File: config.mk
export PLATFORM = sky130hd
export DESIGN_NAME = if_prefetch_stage
export DESIGN_NICKNAME = d
export VERILOG_FILES = /design/src/rtl/if_prefetch_stage.sv
export SDC_FILE = /design/constraint.sdc
export NUM_CORES = 1
export LEC_CHECK = 0
export CORE_MARGIN = 2
export CORE_UTILIZATION = 55
export DETAILED_ROUTE_END_ITERATION = 10
export DONT_BUFFER_PORTS = 1
export GPL_ROUTABILITY_DRIVEN = 0
export PLACE_DENSITY = 0.7
export SLEW_MARGIN = 20
export SYNTH_ARGS = -nofsm -noshare
export SYNTH_HDL_FRONTEND = slang
export SYNTH_SLANG_ARGS = --single-unit
File: constraint.sdc
create_clock -name clk -period 3.6 [get_ports clk]
set_input_delay 0.36 -clock clk [delete_from_list [all_inputs] [get_ports clk]]
set_output_delay 0.36 -clock clk [all_outputs]
set_load 0.01 [all_outputs]
File: src/rtl/if_prefetch_stage.sv
// if_prefetch_stage
// Instruction-fetch stage with a DEPTH-entry prefetch queue in front of a
// pipelined request/response instruction memory. Requests are issued on a
// credit basis so the queue can never overflow: queued entries plus
// in-flight fetches never exceed DEPTH. A taken branch empties the queue,
// marks every in-flight fetch for discard and pulses flush one cycle later.

module if_prefetch_stage #(
   parameter int                ADDR_W   = 32,
   parameter int                DATA_W   = 32,
   parameter int                DEPTH    = 4,
   parameter int                PC_STEP  = 4,
   parameter logic [ADDR_W-1:0] RESET_PC = '0
) (
   input  logic              clk,
   input  logic              rst,
   input  logic              freeze,
   input  logic              branchTaken,
   input  logic [ADDR_W-1:0] branchAddress,
   output logic              imem_req,
   output logic [ADDR_W-1:0] imem_addr,
   input  logic              imem_ready,
   input  logic              imem_rvalid,
   input  logic [DATA_W-1:0] imem_rdata,
   output logic              valid,
   output logic [ADDR_W-1:0] pc,
   output logic [DATA_W-1:0] instruction,
   output logic              flush
);

   localparam int PW = $clog2(DEPTH);
   localparam int CW = PW + 1;

   // Prefetch queue storage and the in-order address FIFO for in-flight fetches
   logic [ADDR_W-1:0] r_qAddr  [DEPTH];
   logic [DATA_W-1:0] r_qInstr [DEPTH];
   logic [ADDR_W-1:0] r_afAddr [DEPTH];

   logic [ADDR_W-1:0] r_fetchPc;
   logic [PW-1:0]     r_rdPtr;
   logic [PW-1:0]     r_wrPtr;
   logic [PW-1:0]     r_afRd;
   logic [PW-1:0]     r_afWr;
   logic [CW-1:0]     r_count;
   logic [CW-1:0]     r_outstanding;
   logic [CW-1:0]     r_drop;
   logic              r_flush;

   logic [CW:0]       w_credit;
   logic              w_accept;
   logic              w_enq;
   logic              w_deq;
   logic              w_dropResp;
   logic [CW-1:0]     w_outNext;
   logic [CW-1:0]     w_countNext;

   // Issue side: a request may go out only while credits remain and no redirect is happening
   always_comb begin
      w_credit    = {1'b0, r_count} + {1'b0, r_outstanding};
      imem_req    = rst && !branchTaken && (w_credit < (CW+1)'(DEPTH));
      imem_addr   = r_fetchPc;
      w_accept    = imem_req && imem_ready;
      w_dropResp  = imem_rvalid && (r_drop != '0);
      w_enq       = imem_rvalid && (r_drop == '0) && !branchTaken;
      w_deq       = valid && !freeze && !branchTaken;
      w_outNext   = r_outstanding + CW'(w_accept) - CW'(imem_rvalid);
      w_countNext = r_count + CW'(w_enq) - CW'(w_deq);
   end

   // Head-of-queue outputs, forced to zero while the queue is empty
   always_comb begin
      valid       = (r_count != '0);
      pc          = '0;
      instruction = '0;
      if (valid) begin
         pc          = r_qAddr[r_rdPtr] + ADDR_W'(PC_STEP);
         instruction = r_qInstr[r_rdPtr];
      end
      flush = r_flush;
   end

   // Control state: fetch PC, queue pointers, credit and discard counters, flush pulse
   always_ff @(posedge clk) begin
      if (!rst) begin
         r_fetchPc     <= RESET_PC;
         r_rdPtr       <= '0;
         r_wrPtr       <= '0;
         r_afRd        <= '0;
         r_afWr        <= '0;
         r_count       <= '0;
         r_outstanding <= '0;
         r_drop        <= '0;
         r_flush       <= 1'b0;
      end else begin
         r_flush       <= branchTaken;
         r_outstanding <= w_outNext;
         if (w_accept) begin
            r_afWr <= r_afWr + 1'b1;
         end
         if (imem_rvalid) begin
            r_afRd <= r_afRd + 1'b1;
         end
         if (branchTaken) begin
            r_fetchPc <= branchAddress;
            r_rdPtr   <= '0;
            r_wrPtr   <= '0;
            r_count   <= '0;
            r_drop    <= w_outNext;
         end else begin
            if (w_accept) begin
               r_fetchPc <= r_fetchPc + ADDR_W'(PC_STEP);
            end
            if (w_enq) begin
               r_wrPtr <= r_wrPtr + 1'b1;
            end
            if (w_deq) begin
               r_rdPtr <= r_rdPtr + 1'b1;
            end
            r_count <= w_countNext;
            if (w_dropResp) begin
               r_drop <= r_drop - 1'b1;
            end
         end
      end
   end

   // Storage writes; contents need no reset because the empty queue hides them
   always_ff @(posedge clk) begin
      if (w_accept) begin
         r_afAddr[r_afWr] <= r_fetchPc;
      end
      if (w_enq) begin
         r_qAddr[r_wrPtr]  <= r_afAddr[r_afRd];
         r_qInstr[r_wrPtr] <= imem_rdata;
      end
   end

endmodule
==> flow_metrics.py, run 1 <==
metrics = {
    "synth": {
        "synthesis.yosys.warnings": 0,
        "synth.lib_cells_used.distinct": 53,
        "synth_top_cell_area_share": 0.647,
        "postSynth.asyncResetShare": 0,
        "synth_top_flop_cell": "sky130_fd_sc_hd__edfxtp_1",
        "synth.yosys.seq_area_share": 0.708,
        "synth_area_per_cell_um2": 17.5,
        "synth_enable_flop_cells": 384,
        "synth.cell_area_mm2": 0.0178,
        "synth_fp_nets": 1105,
        "ff_latch_count_synth": 438,
        "synth_top_cell_by_area": "sky130_fd_sc_hd__edfxtp_1",
        "synthesis.instances": 1015,
        "synth_top_cells_by_area": "sky130_fd_sc_hd__edfxtp_1, sky130_fd_sc_hd__mux4_2, sky130_fd_sc_hd__dfxtp_1, sky130_fd_sc_hd__mux4_1, sky130_fd_sc_hd__and2_1",
    },
    "placement": {
        "hpwlAfterDp_um": 20400,
        "port_buffers": 0,
        "detailedPlace.worstSlack_ns": 0.717,
        "dpl_cell_area_mm2": 0.0183,
        "numPlacedInstances": 1386,
    },
    "critical_path": {
        "reg2reg_depth": 12,
        "worstSetupStartpointType": "flip-flop",
        "timing.rr.start": "r_count[1]",
        "timing.critical_path.fanout_max": 23,
        "crit_buf_inv": 0,
        "reg2reg_slack_ns": 0.96,
        "worst-endpoint-required_ns": 3.24,
        "cp_max_stage_delay_ns": 0.67,
        "worst_path_max_delay_cell": "sky130_fd_sc_hd__dfxtp_2",
        "cpLargestDelayFamily": "simple AND/OR/NAND/NOR gates",
        "timing.critical_path.arrival_ns": 3.05,
        "timing.critical_path.cells": "mux4_1 > ha_1 > and3_1 > nand3_4 > or3_1 > a21oi_1",
        "timing.critical_path.to_type": "output pin",
        "path_class": "reg2out",
        "regToRegEndpoint": "r_drop[2]",
    },
    "layout": {
        "finish.cell_count_without_fillers": 1525,
        "post_route_cells_drive_above_1_share": 0.167,
        "mostFrequentLayoutCell": "sky130_fd_sc_hd__edfxtp_1",
        "final_area_mm2": 0.0203,
        "antenna_cells_inserted": 0,
        "n_fill_cell": 2178,
        "design.final.nets": 1178,
        "mostFrequentLayoutCells": "sky130_fd_sc_hd__edfxtp_1, sky130_fd_sc_hd__mux4_2, sky130_fd_sc_hd__nor2_1, sky130_fd_sc_hd__dlygate4sd3_1, sky130_fd_sc_hd__dfxtp_1",
        "flow.area_growth_from_synthesis_pct": 13.8,
        "postLayoutCoreUtil": 0.639,
    },
    "cts": {
        "postCtsSetupRepairBufs": 0,
        "root_buffer": "sky130_fd_sc_hd__clkbuf_16",
        "tritoncts_num_sinks": 438,
        "cts_inserted_buffers": 44,
        "clock_tree.htree_level_count": 2,
        "insertion_delay_ns": 0.53,
        "cts.reportedPaths.clkPinSlew_ns": 0.06,
        "max-clock-path-buffers": 3,
        "tritoncts": "done",
    },
    "route": {
        "first_pass_iters": 5,
        "detailroute.via_count": 9051,
        "totalWireLength_um": 34100,
        "drt-vias-per-instance": 5.94,
        "drc_violation_count_after_routing": 0,
        "dr.first_iter.drc_count": 657,
        "wl_per_cell_um": 22.4,
        "final_antenna_violating_net_count": 0,
    },
    "floorplan": {
        "die_ar_mm2": 0.0338,
        "chipHeight_um": 184,
        "std_cell_rows": 65,
        "core_region_area_mm2": 0.0317,
        "die-width_um": 184,
        "design.portCount": 169,
        "starting_density_of_the_core": 0.562,
    },
    "sta": {
        "maxClockFrequency_mhz": 293,
        "final.setup.tns_ns": 0,
        "worst_skew_ns": 0.0142,
        "slew-limit-headroom": 0.276,
        "max_slew.worst_pin.slew_ns": 1.08,
        "finalSetupViolCount": 0,
        "final.hold.worst_slack_ns": 0.0192,
        "worst_slack_ns": 0.193,
        "layout_worst_path_cycle_share": 0.946,
        "report.final.hold_viol_count": 0,
        "rsz_0062_raised_after_global_routing": "false",
        "fin_crit_ns": 3.41,
        "final_max_slew_viol_count": 0,
    },
    "power_and_ir_drop": {
        "netSwitchingPower_mw": 2.45,
        "power.share.clock": 0.399,
        "p_seq_frac": 0.526,
        "irDropWorstVdd_mv": 0.414,
        "p_total_mw": 11.2,
        "power_per_cell_area_mw_per_mm2": 551,
        "switching_share": 0.219,
        "comb_power_share": 0.075,
        "leakage_nw": 6.52,
        "internal_power_mw": 8.73,
    },
    "global_routing": {
        "global_route_wire_length_before_repair_um": 52700,
        "first_global_vias": 9353,
        "grt_start_max_net_pins": 65,
        "grtUsageTotal": 0.204,
        "antenna_violations_before_repair": 0,
        "grt-ovfl-total": 0,
    },
    "job": {
        "maxCapViolations": 0,
    },
    "min_path": {
        "hold_path_depth": 2,
        "hold-path-endpoint": "imem_addr[29]",
        "hold_path_class": "in2reg",
        "worst_hold_startpoint": "branchAddress[29]",
    },
    "outcome": {
        "run_status": "complete, no violations",
    },
}
sequential cells by signal, indices dropped and copies added (netlist names), named ones only:
name and cells:
flush 1, r_wrPtr 2, r_afAddr 128, imem_addr 32, r_rdPtr 2, r_count 3, r_qAddr 128, r_outstanding 3
r_drop 3, r_qInstr 128, r_afWr 2, r_afRd 2
worst max-delay path by stage:
stage	startpoint	endpoint	slack (ns)	cells past startpoint
global route	flip-flop	pc[21]	0.01	6
detailed placement	flip-flop	pc[16]	0.72	6
finish	flip-flop	pc[16]	0.19	6
CTS	flip-flop	pc[21]	0.15	6
global placement	flip-flop	pc[16]	0.80	6
floorplan	imem_rvalid	r_qAddr[0][0]	0.68	4
final cells by class:
class,count,area [um^2],share of cell area
flip-flops and latches,438,12600,0.622
multi-input cells,502,4840,0.239
clock buffers,51,1170,0.0576
repair buffers,77,786,0.0388
well taps,402,503,0.0248
clock inverters,30,262,0.0129
inverters,25,93.8,0.00463
per-layer routing:
metal / wire length, um / part of all wire / up-vias / track usage
met5: 0 / 0 / - / 0
met4: 688 / 0.020 / 0 / 0.0518
met3: 2360 / 0.069 / 54 / 0.0454
met2: 16100 / 0.47 / 315 / 0.335
met1: 14900 / 0.44 / 4548 / 0.280
li1: - / - / 4134 / -
logic make-up (layout without fill, tap and decap cells):
group,Yosys count,after routing,synth area share
XOR/XNOR,46,46,0.0226
adder cells (fa/ha/maj),20,20,0.0149
AND/OR/NAND/NOR,257,257,0.0797
buffers and inverters,75,183,0.0205
flip-flops,438,438,0.708
multiplexers,99,99,0.127
AO/OA/AOI/OAI,80,80,0.0273
cells in the mapped netlist, drive strengths merged (3+ instances only):
| cell type | n |
|---|---|
| and2 | 53 |
| and3 | 11 |
| or3 | 7 |
| a41oi | 5 |
| buf | 19 |
| ha | 18 |
| mux4 | 96 |
| a31oi | 9 |
| nor4 | 4 |
| edfxtp | 384 |
| nand4 | 11 |
| nor3 | 23 |
| xor2 | 14 |
| nand2 | 47 |
| xnor2 | 32 |
| nor2 | 62 |
| nand3 | 20 |
| a21oi | 28 |
| dfxtp | 54 |
| a311oi | 4 |
| mux2i | 3 |
| nand2b | 5 |
| a221oi | 3 |
| and4 | 7 |
| clkbuf | 30 |
| o21ai | 23 |
| inv | 25 |
what timing repair did:
action,CTS,global route
resized for setup,0,0
hold buffers,57,1
endpoints found under the hold margin,160,1
power groups by stage:
stage	Sequential, mW	Clock [mW]	Combinational [mW]
after floorplan	5.94	0	0.604
after global placement	5.98	0	0.755
after detailed placement	5.99	0	0.772
after CTS	5.88	4.54	0.848
after global routing	5.90	4.73	0.928
final	5.88	4.46	0.837
Note: power is estimated with default switching activity, not from simulation.
==> run 2: changes to the inputs <==
- clock period: 3.6 -> 3.46 ns (I/O delays scaled with it)
==> run 2 against run 1 <==
Net effect:
- total power rose by 4.5%
- sequential power grew 4.1%
- sequential share of layout area shrank 0.20 points
==> flow_metrics.py, run 2 (synthesis results as in run 1) <==
metrics = {
    "layout": {
        "post_route_cells_drive_above_1_share": 0.169,
        "multi_input_area_mm2": 0.00485,
        "design.final.nets": 1186,
        "largest_registers": "r_afAddr x128, r_qAddr x128, r_qInstr x128",
        "antenna_cells_inserted": 0,
        "flow.area_growth_from_synthesis_pct": 14.2,
        "mostFrequentLayoutCell": "sky130_fd_sc_hd__edfxtp_1",
        "n_fill_cell": 2204,
        "postLayoutCoreUtil": 0.641,
        "finish.cell_count_without_fillers": 1532,
        "regArea_mm2": 0.0126,
        "mostFrequentLayoutCells": "sky130_fd_sc_hd__edfxtp_1, sky130_fd_sc_hd__mux4_2, sky130_fd_sc_hd__dlygate4sd3_1, sky130_fd_sc_hd__nor2_1, sky130_fd_sc_hd__dfxtp_1",
    },
    "power_and_ir_drop": {
        "p_seq_frac": 0.524,
        "leakage_nw": 6.55,
        "switching_share": 0.221,
        "netSwitchingPower_mw": 2.59,
        "comb_power_share": 0.076,
        "power_per_cell_area_mw_per_mm2": 574,
        "power.share.clock": 0.399,
        "p_total_mw": 11.7,
        "irDropWorstVdd_mv": 0.411,
        "internal_power_mw": 9.09,
    },
    "floorplan": {
        "die-width_um": 184,
        "core_region_area_mm2": 0.0317,
        "die_ar_mm2": 0.0338,
        "chipHeight_um": 184,
        "design.portCount": 169,
        "std_cell_rows": 65,
        "starting_density_of_the_core": 0.562,
    },
    "min_path": {
        "hold_path_class": "in2reg",
    },
    "critical_path": {
        "worst_path_max_delay_cell": "sky130_fd_sc_hd__mux4_1",
        "worstSetupStartpointType": "flip-flop",
        "timing.critical_path.to_type": "output pin",
        "crit_buf_inv": 1,
        "timing.critical_path.arrival_ns": 2.95,
        "timing.critical_path.fanout_max": 12,
        "cpLargestDelayFamily": "simple AND/OR/NAND/NOR gates",
        "path_class": "reg2out",
        "worst-endpoint-required_ns": 3.11,
        "reg2reg_slack_ns": 0.43,
        "timing.critical_path.cells": "buf_6 > mux4_1 > and4_1 > nand2_1 > nor3_1 > xnor2_1 > nor2_1",
        "cp_max_stage_delay_ns": 0.66,
    },
    "placement": {
        "numPlacedInstances": 1387,
        "detailedPlace.worstSlack_ns": 0.534,
        "hpwlAfterDp_um": 20600,
        "port_buffers": 0,
    },
    "global_routing": {
        "grt_start_max_net_pins": 65,
        "grt-ovfl-total": 0,
        "global_route_wire_length_before_repair_um": 53700,
        "antenna_violations_before_repair": 0,
        "grtUsageTotal": 0.208,
        "first_global_vias": 9241,
    },
    "cts": {
        "tritoncts_num_sinks": 438,
        "cts.reportedPaths.clkPinSlew_ns": 0.06,
        "root_buffer": "sky130_fd_sc_hd__clkbuf_16",
        "clock_tree.htree_level_count": 2,
        "max-clock-path-buffers": 3,
        "cts_inserted_buffers": 45,
        "tritoncts": "done",
        "insertion_delay_ns": 0.55,
    },
    "sta": {
        "finalSetupViolCount": 0,
        "layout_worst_path_cycle_share": 0.951,
        "rsz_0062_raised_after_global_routing": "false",
        "fin_crit_ns": 3.29,
        "worst_skew_ns": 0.0248,
        "final_max_slew_viol_count": 0,
        "slew-limit-headroom": 0.268,
        "worst_slack_ns": 0.169,
        "final.setup.tns_ns": 0,
        "report.final.hold_viol_count": 0,
        "max_slew.worst_pin.slew_ns": 1.09,
        "maxClockFrequency_mhz": 304,
    },
    "route": {
        "wl_per_cell_um": 22.6,
        "drc_violation_count_after_routing": 0,
        "dr.first_iter.drc_count": 705,
        "detailroute.via_count": 9238,
        "final_antenna_violating_net_count": 0,
        "totalWireLength_um": 34600,
        "first_pass_iters": 5,
        "drt-vias-per-instance": 6.03,
    },
    "job": {
        "maxCapViolations": 0,
    },
    "outcome": {
        "run_status": "complete, no violations",
    },
}
run 2: cell types whose count changed in the layout (fill, tap and decap cells not counted), sizes merged:
cell	change
buf	+2
clkbuf	+6
clkinv	+1
clkinvlp	-4
dlygate4sd3	+5
inv	-3
run 2: worst register-to-register path, delay by kind of cell, from the launching register on:
kind / cells / cell delay (ns)
and+or+nand+nor: 4 / 1.15
DFF: 1 / 0.62
buffers and inverters: 1 / 0.56
adders and majority gates: 1 / 0.27
AOI/OAI and AO/OA: 1 / 0.22
xor gates and xnor gates: 1 / 0.10
run 2: area by class of cell:
class                   instances  area share
flip-flops and latches        438       0.620
multi-input cells             502       0.238
clock buffers                  57      0.0581
repair buffers                 84      0.0416
well taps                     402      0.0247
clock inverters                24      0.0122
inverters                      25     0.00461
run 2: worst paths after layout:
kind                start             to  cells past startpoint
max             flip-flop         pc[19]                      7
min           branchTaken  imem_addr[24]                      3
max reg2reg  imem_addr[2]  imem_addr[30]                      8
min reg2reg     r_afWr[1]      r_afWr[1]                      2
run 2: metrics by stage:
step                hold slack, ns  instance area, um^2
floorplan                    0.445                17800
global placement             0.445                18300
detailed placement           0.445                18300
CTS                        0.00197                20300
global route                0.0164                20300
finish                      0.0301                20300
run 2: repair_timing:
| action | in CTS | in global routing |
|---|---|---|
| endpoints found under the hold margin | 164 | 0 |
| pin swaps | 0 | 0 |
| hold buffers | 63 | 0 |
| buffers inserted | 1 | 0 |
| resized for setup | 0 | 3 |
| endpoints found under the setup margin | 1 | 3 |
run 2: metal layers:
| metal | global-route usage | vias up | part of all wire |
|---|---|---|---|
| met5 | 0 | - | 0 |
| met1 | 0.286 | 4672 | 0.43 |
| li1 | - | 4147 | - |
| met3 | 0.0475 | 56 | 0.071 |
| met4 | 0.0518 | 0 | 0.019 |
| met2 | 0.341 | 363 | 0.48 |
run 2: power by group through the flow:
stage / clock (mW) / combinational, mW / sequential (mW)
after floorplan: 0 / 0.629 / 6.18
after global placement: 0 / 0.789 / 6.22
after detailed placement: 0 / 0.809 / 6.23
after CTS: 4.74 / 0.899 / 6.12
after global routing: 4.98 / 0.989 / 6.14
final: 4.66 / 0.891 / 6.12
